[config.mk]
export PLATFORM = sky130hd
export DESIGN_NAME = imuldiv_muldiv_perf_monitor
export DESIGN_NICKNAME = d
export VERILOG_FILES = /design/src/rtl/imuldiv_muldiv_perf_monitor.sv
export SDC_FILE = /design/constraint.sdc
export NUM_CORES = 1
export LEC_CHECK = 0
export BUFFER_PORTS_ARGS = -buffer_cell sky130_fd_sc_hd__buf_2
export CAP_MARGIN = 20
export CORE_UTILIZATION = 50
export DETAILED_ROUTE_END_ITERATION = 8
export GPL_TIMING_DRIVEN = 0
export PLACE_DENSITY_LB_ADDON = 0.05
export SLEW_MARGIN = 20
export SYNTH_ARGS = -nofsm -noshare
export SYNTH_HDL_FRONTEND = slang
export SYNTH_SLANG_ARGS = --single-unit
[constraint.sdc]
create_clock -name clk -period 6.91 [get_ports clk]
set_input_delay 1.0365 -clock clk [delete_from_list [all_inputs] [get_ports clk]]
set_output_delay 1.0365 -clock clk [all_outputs]
set_load 0.02 [all_outputs]
[src/rtl/imuldiv_muldiv_perf_monitor.sv]
`default_nettype none
// ============================================================================
// Module   : imuldiv_muldiv_perf_monitor
// Purpose  : Inline val/rdy monitor placed between a muldiv request source /
//            response sink and an imuldiv unit. Forwards all traffic with no
//            added latency, timestamps each accepted request in an in-order
//            FIFO and keeps saturating latency statistics plus a sticky
//            underflow flag.
// Ports    : clk, reset (async, active-low), clear (sync stats clear)
//            req_*        upstream request side (msg, val, rdy)
//            dut_req_*    request side toward the muldiv unit
//            dut_resp_*   response side from the muldiv unit
//            resp_*       downstream response side
//            stat_*       latency statistics and FIFO occupancy
//            err_underflow sticky: response seen with nothing outstanding
// Revision : 1.0  initial release
// ============================================================================
module imuldiv_muldiv_perf_monitor #(
    parameter int W            = 32,
    parameter int MAX_INFLIGHT = 4,
    parameter int CNT_W        = 32
) (
    input  logic                            clk,
    input  logic                            reset,
    input  logic                            clear,
    input  logic [2:0]                      req_msg_fn,
    input  logic [W-1:0]                    req_msg_a,
    input  logic [W-1:0]                    req_msg_b,
    input  logic                            req_val,
    output logic                            req_rdy,
    output logic [2:0]                      dut_req_msg_fn,
    output logic [W-1:0]                    dut_req_msg_a,
    output logic [W-1:0]                    dut_req_msg_b,
    output logic                            dut_req_val,
    input  logic                            dut_req_rdy,
    input  logic [2*W-1:0]                  dut_resp_result,
    input  logic                            dut_resp_val,
    output logic                            dut_resp_rdy,
    output logic [2*W-1:0]                  resp_result,
    output logic                            resp_val,
    input  logic                            resp_rdy,
    output logic [CNT_W-1:0]                stat_txn_count,
    output logic [CNT_W-1:0]                stat_lat_total,
    output logic [CNT_W-1:0]                stat_lat_min,
    output logic [CNT_W-1:0]                stat_lat_max,
    output logic [$clog2(MAX_INFLIGHT):0]   stat_inflight,
    output logic                            err_underflow
);

    // A depth-1 FIFO still needs a 1-bit pointer; it simply never leaves 0.
    localparam int c_ptr_w = (MAX_INFLIGHT > 1) ? $clog2(MAX_INFLIGHT) : 1;
    localparam int c_occ_w = $clog2(MAX_INFLIGHT) + 1;
    localparam logic [CNT_W-1:0]   c_cnt_ones = '1;
    localparam logic [c_occ_w-1:0] c_occ_full = c_occ_w'(MAX_INFLIGHT);
    localparam logic [c_ptr_w-1:0] c_ptr_last = c_ptr_w'(MAX_INFLIGHT - 1);

    logic [CNT_W-1:0]   r_cyc;
    logic [CNT_W-1:0]   r_ts_mem [MAX_INFLIGHT];
    logic [c_ptr_w-1:0] r_wr_ptr;
    logic [c_ptr_w-1:0] r_rd_ptr;
    logic [c_occ_w-1:0] r_occ;
    logic [CNT_W-1:0]   r_txn_count;
    logic [CNT_W-1:0]   r_lat_total;
    logic [CNT_W-1:0]   r_lat_min;
    logic [CNT_W-1:0]   r_lat_max;
    logic               r_err;

    logic               w_full;
    logic               w_empty;
    logic               w_req_go;
    logic               w_resp_go;
    logic               w_bypass;
    logic               w_push;
    logic               w_pop;
    logic               w_complete;
    logic               w_underflow;
    logic [CNT_W-1:0]   w_lat;
    logic [CNT_W:0]     w_total_sum;

    // ---------------- transparent forwarding ----------------
    assign w_full          = (r_occ == c_occ_full);
    assign w_empty         = (r_occ == '0);
    assign req_rdy         = dut_req_rdy && !w_full;
    assign dut_req_val     = req_val && !w_full;
    assign dut_req_msg_fn  = req_msg_fn;
    assign dut_req_msg_a   = req_msg_a;
    assign dut_req_msg_b   = req_msg_b;
    assign dut_resp_rdy    = resp_rdy;
    assign resp_result     = dut_resp_result;
    assign resp_val        = dut_resp_val;

    // ---------------- transaction bookkeeping ----------------
    assign w_req_go    = req_val && req_rdy;
    assign w_resp_go   = dut_resp_val && resp_rdy;
    // A response in the same cycle as a request into an empty FIFO is that
    // request's own response: count it with zero latency, skip the FIFO.
    assign w_bypass    = w_req_go && w_resp_go && w_empty;
    assign w_push      = w_req_go && !w_bypass;
    assign w_pop       = w_resp_go && !w_empty;
    assign w_complete  = w_pop || w_bypass;
    assign w_underflow = w_resp_go && w_empty && !w_req_go;

    // Modular subtraction keeps the latency exact across counter wrap.
    assign w_lat       = w_bypass ? '0 : (r_cyc - r_ts_mem[r_rd_ptr]);
    assign w_total_sum = {1'b0, r_lat_total} + {1'b0, w_lat};

    // Timestamp storage carries no reset; only the pointers define validity.
    always_ff @(posedge clk) begin
        if (w_push) begin
            r_ts_mem[r_wr_ptr] <= r_cyc;
        end
    end

    always_ff @(posedge clk or negedge reset) begin
        if (!reset) begin
            r_cyc    <= '0;
            r_wr_ptr <= '0;
            r_rd_ptr <= '0;
            r_occ    <= '0;
        end else begin
            r_cyc <= r_cyc + 1'b1;
            if (w_push) begin
                r_wr_ptr <= (r_wr_ptr == c_ptr_last) ? '0 : r_wr_ptr + 1'b1;
            end
            if (w_pop) begin
                r_rd_ptr <= (r_rd_ptr == c_ptr_last) ? '0 : r_rd_ptr + 1'b1;
            end
            case ({w_push, w_pop})
                2'b10:   r_occ <= r_occ + 1'b1;
                2'b01:   r_occ <= r_occ - 1'b1;
                default: r_occ <= r_occ;
            endcase
        end
    end

    // ---------------- statistics ----------------
    // clear takes priority: a completion in the clear cycle still pops the
    // FIFO above but is not accumulated here.
    always_ff @(posedge clk or negedge reset) begin
        if (!reset) begin
            r_txn_count <= '0;
            r_lat_total <= '0;
            r_lat_min   <= c_cnt_ones;
            r_lat_max   <= '0;
            r_err       <= 1'b0;
        end else if (clear) begin
            r_txn_count <= '0;
            r_lat_total <= '0;
            r_lat_min   <= c_cnt_ones;
            r_lat_max   <= '0;
            r_err       <= 1'b0;
        end else if (w_complete) begin
            if (r_txn_count != c_cnt_ones) begin
                r_txn_count <= r_txn_count + 1'b1;
            end
            r_lat_total <= w_total_sum[CNT_W] ? c_cnt_ones : w_total_sum[CNT_W-1:0];
            if (w_lat < r_lat_min) begin
                r_lat_min <= w_lat;
            end
            if (w_lat > r_lat_max) begin
                r_lat_max <= w_lat;
            end
        end else if (w_underflow) begin
            r_err <= 1'b1;
        end
    end

    assign stat_txn_count = r_txn_count;
    assign stat_lat_total = r_lat_total;
    assign stat_lat_min   = r_lat_min;
    assign stat_lat_max   = r_lat_max;
    assign stat_inflight  = r_occ;
    assign err_underflow  = r_err;

endmodule
`default_nettype wire
==> flow_summary.yaml, run 1 <==
run_status:
  status: "finished clean"
cts:
  cts_tree: "built"
  clk_path_buf_depth: 3
  clock-sinks: 296
  hold_buffers: 0
  clkLatencyLatePin_ps: 520
  cts_buffers: 36
  cts-root-buf: "clkbuf_16"
  clk_pin_slew_ps: 60
  htree_levels: 2
finish:
  final_layout_size_suffix_gt1_frac: 0.277
  n_fill_cell: 3017
  fin_nets: 2313
  multi_input_area_um2: 8050
  syn2layout_area_growth_pct: 18.8
  regArea_um2: 8090
power:
  ir_drop_mv: 0.242
  total_power_uw: 8350
  pwr_density_cell_nw_per_um2: 393
  p_leak_uw: 0.0101
sta:
  fin_crit_ps: 6590
  hold-worst-slack_ps: 368
  finalCritPeriodShare: 0.954
  report.final.slew_viol_count: 0
  rsz0062_at_grt: "false"
  final_hold_viol_count: 0
  finClkSkew_ps: 16.0
  finalSetupViolations: 0
  slew_headroom: 0.495
  max_freq_mhz: 152
  layout_setup_ws_ps: 320
  worst_slew_pin_slew_ps: 751
synth:
  async_flop_share: 0.568
  synth_area_per_cell_um2: 10.4
  synth_fp_nets: 1997
  ys_types: 70
  ys_ff_latch: 296
  ys_seq_area_frac: 0.453
  syn_area_um2: 17900
  synth_most_common_cell: "inv_1"
  synth_edf_count: 128
  synth_top_area_cell: "edfxtp_1"
  yosys-top-cells-area: "edfxtp_1 22%, dfrtp_1 19%, ha_1 9.2%"
  ys_warn_count: 0
  netlist.area_leader.share: 0.215
  ys.flop_type: "dfrtp_1"
  ys_top_cells_by_count: "148 x inv_1, 136 x dfrtp_1, 133 x buf_4, 132 x ha_1, 129 x a21oi_1"
  postSynthCellCount: 1724
global_route:
  grt_max_degree: 76
  grt_overflow: 0
  first_global_vias: 13600
  grt_pass1_wl_mm: 79.4
  antenna_found_initial: 3
  track_usage: 0.288
placement:
  pre_cts_ws_ps: -1430
  io_buffer_count: 272
  gp_congestion: 1.01
  dp_hpwl_mm: 40.4
worst_setup_path:
  critPathRequiredTime_ps: 7340
  crit_buf_inv: 3
  start_kind: "register"
  cp_slowest_cell: "mux4_2"
  critPathMaxFanout: 10
  cp_top_family: "compound AO/OA/AOI/OAI gates"
  crit_path_end_kind: "register"
  path_depth: 24
  reg2reg_depth: 24
  crit_type: "register to register"
  cp.arrival_ps: 7020
  crit_top_cell: "a21o_1"
  slowest_delay_ps: 520
  path_cells: "clkbuf_4 > buf_6 > mux4_2 > ha_1 > fa_1 > nand2b_1 > a21oi_2 > o2111ai_2 > a31oi_1 > o41a_1 > a31o_2 > xnor2_1 > nor2_1 > ha_1 > a21o_1 > a21o_1 > a21o_1 > a21o_1 > a21o_1 > a21oi_1 > o311a_1 > clkbuf_1 > o21ai_0 > a21oi_1"
detailed_routing:
  post_drt_wl_per_cell_um: 21.0
  drtAntennaViolNets: 0
  dr.pass1.iters: 5
  dr_total_vias: 14100
  wirelength_mm: 52.9
  via_per_inst: 5.60
  drt_iter0_markers: 748
  drc: 0
floorplan:
  rows: 68
  io_pins: 405
  fp.dieW_um: 191
  initial_core_util: 0.512
  core-area_um2: 34900
  dieArea_um2: 36500
  die_y_um: 191
hold_path:
  hp-class: "input port to async pin"
run:
  maxCapViolations: 0
[layout make-up]
| class | instances | share of cell area |
|---|---|---|
| flip-flops and latches | 296 | 0.381 |
| multi-input cells | 1090 | 0.380 |
| repair buffers | 279 | 0.0713 |
| plain buffers | 189 | 0.0589 |
| clock buffers | 51 | 0.0494 |
| well taps | 455 | 0.0268 |
| inverters | 148 | 0.0262 |
| clock inverters | 12 | 0.00643 |
| diodes | 2 | 0.000236 |
[stage by stage]
stage	std cells	utilization	setup TNS, ps	area [µm²]
global placement	2451	0.567	-68520	19800
global route	2522	0.608	0	21200
CTS	2520	0.607	0	21200
finish	2522	0.608	0	21200
detailed placement	2457	0.572	-77000	19900
floorplan	1724	-	0	17900
[sequential cells by signal, indices dropped and copies added, names as in the netlist]
register,cells
r_wr_ptr,2
stat_lat_min,32
stat_inflight,3
r_rd_ptr,2
stat_lat_total,32
r_ts_mem,128
stat_txn_count,32
err_underflow,1
stat_lat_max,32
r_cyc,32
[what timing repair did]
action                                  CTS  global route
gates resized for setup                  14            22
setup buffers                             0             1
pin swaps                                 0             1
endpoints found under the setup margin   96            95
[worst paths after layout]
path | end | slack (ps) | start
hold / removal | stat_lat_total[10] | 370 | reset
setup reg to reg | stat_lat_max[18] | 320 | r_rd_ptr[0]
min in group clk | err_underflow | 510 | err_underflow
setup / recovery | stat_lat_max[18] | 320 | r_rd_ptr[0]
hold reg to reg | err_underflow | 510 | err_underflow
max in group asynchronous | stat_lat_min[31] | 5450 | reset
[layer usage]
layer,part of all wire,track usage,vias to the layer above
li1,-,-,6679
met1,0.41,0.367,6962
met2,0.50,0.496,408
met3,0.055,0.0474,71
met4,0.029,0.0991,0
met5,0,0,-
[worst register-to-register path: cells and delay by family, from the launching register on]
| family | cells | cell delay, ps |
|---|---|---|
| flops | 1 | 360 |
| mux | 1 | 520 |
| xor+xnor | 1 | 110 |
| simple gates | 2 | 650 |
| fa+ha+maj | 3 | 970 |
| buf+inv | 3 | 850 |
| compound gates | 14 | 3070 |
[layout by cell type (no fill, tap or decap), types with 5 or more instances in the layout]
cell type	n
nand2b_1	14
a31oi_1	7
nand2_1	110
a21oi_1	127
nor2_1	86
o2111ai_1	5
ha_1	132
nor3_1	14
edfxtp_1	128
and4_1	7
a211oi_1	15
clkbuf_1	48
clkbuf_8	7
o31ai_1	7
o211ai_1	20
buf_2	275
clkbuf_16	37
o311ai_0	9
and3_1	23
a21o_1	47
inv_1	148
buf_4	134
xnor2_1	54
a211o_1	7
dfrtp_1	136
o21bai_1	8
o21a_1	14
nor2b_1	13
o21ai_0	106
nand4_1	27
clkinv_2	6
xor2_1	47
mux4_2	32
nand3_1	56
dfstp_2	32
and2_1	6
or3_1	19
mux2i_1	6
clkbuf_4	5
nor4_1	5
[kinds of logic (layout without fill, tap and decap cells)]
family / count (synthesis) / count (layout) / share of synthesized area
buffers and inverters: 338 / 679 / 0.0997
DFF: 296 / 296 / 0.453
other: 0 / 2 / 0
muxes: 40 / 40 / 0.0450
xor gates and xnor gates: 101 / 101 / 0.0495
adders and majority gates: 137 / 137 / 0.0970
and+or+nand+nor: 399 / 399 / 0.110
AOI/OAI and AO/OA: 413 / 413 / 0.146
[report_power, final]
group / switching [µW] / internal, µW / leakage, µW
registers: 166 / 2080 / 0.00337
logic: 2590 / 1610 / 0.00615
clock network: 730 / 1170 / 0.000588
total: 3490 / 4860 / 0.0101
Note: power is estimated with default switching activity, not from simulation.
==> run 2: changes to the inputs <==
CORE_UTILIZATION = 60   (was 50)
RECOVER_POWER = 25   (was unset)
clock period = 8.5 ns   (was 6.91 ns; I/O delays follow)
==> run 2 against run 1 <==
The flow now finishes with violations (max-capacitance violations, max-slew violations). Setup slack improved by 430 ps. Combinational power decreased by 20%. Die area fell by 16%. Clock skew shrank 0.53 ps. Routed wire length down 2.7%. Core utilization increased by 11 points. Hold slack gained 130 ps. Largest cell class unchanged. Largest power group unchanged. Highest routed layer unchanged.
==> flow_summary.yaml, run 2 (synthesis gave the netlist of run 1 again) <==
global_route:
  antenna_found_initial: 1
  met3_usage: 0.0479
  gr-usage-met1: 0.428
  gr-usage-met2: 0.586
  grt_pass1_wl_mm: 78.6
  first_global_vias: 13900
  track_usage: 0.339
  grt_max_degree: 88
  gr-max-usage-layer: "met2"
  grt_overflow: 0
floorplan:
  die_y_um: 175
  initial_core_util: 0.616
  rows: 62
  io_pins: 405
  fp.dieW_um: 175
  core-area_um2: 29000
  dieArea_um2: 30500
detailed_routing:
  post_drt_wl_per_cell_um: 21.0
  drt_iter0_markers: 889
  drtAntennaViolNets: 0
  dr_total_vias: 14300
  wirelength_mm: 51.4
  drc: 0
  via_per_inst: 5.86
  dr.pass1.iters: 7
finish:
  final_layout_size_suffix_gt1_frac: 0.268
  syn2layout_area_growth_pct: 17.5
  layout_common_cells: "275 x buf_2, 148 x inv_1, 136 x dfrtp_1"
  n_fill_cell: 2128
  fin_nets: 2310
  top_register: "r_ts_mem"
  largest_register_ffs: 128
  final_common_cell: "buf_2"
power:
  ir_drop_mv: 0.207
  p_leak_uw: 0.0100
  pwr_density_cell_nw_per_um2: 320
  total_power_uw: 6720
run_status:
  status: "finished, violations left"
  violations: "max-capacitance violations, max-slew violations"
worst_setup_path:
  reg2reg_depth: 24
  crit_start: "r_rd_ptr[0]"
  crit_type: "register to register"
  critPathMaxFanout: 10
  crit_path_end_kind: "register"
  r2r-end: "stat_lat_total[29]"
  reg2reg_slack_ps: 750
  cp.arrival_ps: 8120
  start_kind: "register"
  worstReg2RegStart: "r_rd_ptr[0]"
  cp-endpoint: "stat_lat_total[29]"
  critPathRequiredTime_ps: 8860
placement:
  dp_hpwl_mm: 39.3
  io_buffer_count: 272
  gp_congestion: 1.02
sta:
  worst_slew_pin_slew_ps: 5050
  report.final.slew_viol_count: 88
  rsz0062_at_grt: "false"
  fin_crit_ps: 7750
  finalSetupViolations: 0
  max_freq_mhz: 129
  finClkSkew_ps: 15.4
  finalCritPeriodShare: 0.912
  final_hold_viol_count: 0
  setup_tns_ps: 0
  slew_headroom: -2.37
cts:
  hold_buffers: 0
  htree_levels: 2
  cts_tree: "built"
  cts-root-buf: "clkbuf_16"
  postCtsSetupBuffers: 0
  cts_buffers: 34
  clk_path_buf_depth: 3
  clkLatencyLatePin_ps: 520
  clk_pin_slew_ps: 60
  clock-sinks: 296
hold_path:
  hp-class: "register to register"
run:
  maxCapViolations: 1
-- run 2: cell count changes in the layout (fill, tap and decap cells not counted), sizes merged --
cell      previous run  this run
clkinvlp             0         1
diode                2         1
clkinv               8         5
buf                420       417
bufinv               3         4
inv                149       151
-- run 2: cell type report --
type | count | area [µm²] | share of cell area
Sequential cell | 296 | 8090 | 0.386
Multi-Input combinational cell | 1090 | 8000 | 0.381
Timing Repair Buffer | 277 | 1470 | 0.0700
Buffer | 190 | 1230 | 0.0585
Clock buffer | 49 | 968 | 0.0462
Inverter | 148 | 556 | 0.0265
Tap cell | 384 | 480 | 0.0229
Clock inverter | 13 | 188 | 0.00895
Antenna cell | 1 | 2.50 | 0.000119
-- run 2: layer usage --
| layer | vias to the layer above | wire length, µm |
|---|---|---|
| met2 | 539 | 25800 |
| li1 | 6679 | - |
| met5 | - | 0 |
| met1 | 7007 | 20400 |
| met4 | 0 | 2130 |
| met3 | 112 | 3100 |
-- run 2: worst min-delay path by stage --
| stage | start | to | slack, ps | depth (start not counted) |
|---|---|---|---|---|
| after floorplan | r_cyc[0] | r_cyc[0] | 520 | 1 |
| after global placement | err_underflow | err_underflow | 480 | 2 |
| after detailed placement | err_underflow | err_underflow | 500 | 2 |
| after CTS | stat_lat_min[3] | stat_lat_min[3] | 510 | 2 |
| after global routing | stat_lat_min[3] | stat_lat_min[3] | 530 | 2 |
| final | err_underflow | err_underflow | 500 | 2 |
-- run 2: critical path, cell delays in order (launching register included) --
cell and delay (ps):
dfrtp_1 340, clkbuf_1 470, clkbuf_2 540, mux4_2 570, inv_1 90, ha_1 270, a21o_1 210, or3_1 320
o21bai_1 230, a21oi_1 110, o21ai_0 200, a21oi_1 100, nor3_1 880, ha_1 430, a21oi_1 160, o21ai_0 90
a21o_1 180, a211o_1 300, a21oi_1 180, o31ai_1 180, a211o_1 320, o21ai_0 510, o211a_1 340, clkbuf_1 420
a21oi_1 140
-- run 2: through the flow --
stage                util  hold slack (ps)  cell area [µm²]  std cells  setup slack, ps
floorplan               -              520            17900       1724             2070
global placement    0.679              482            19700       2380              334
detailed placement  0.683              500            19800       2385              215
CTS                 0.723              511            21000       2447              191
global route        0.723              530            21000       2447              188
finish              0.723              502            21000       2448              746
-- run 2: report_power, final --
group / switching, µW / total [µW] / internal [µW]
Clock: 599 / 1520 / 922
Combinational: 2080 / 3370 / 1290
Sequential: 133 / 1830 / 1690
-- run 2: timing repair --
item / 4_1_cts / 5_1_grt
setup endpoints to repair: 0 / 30
resized for setup: 0 / 3
hold endpoints to repair: 0 / 0
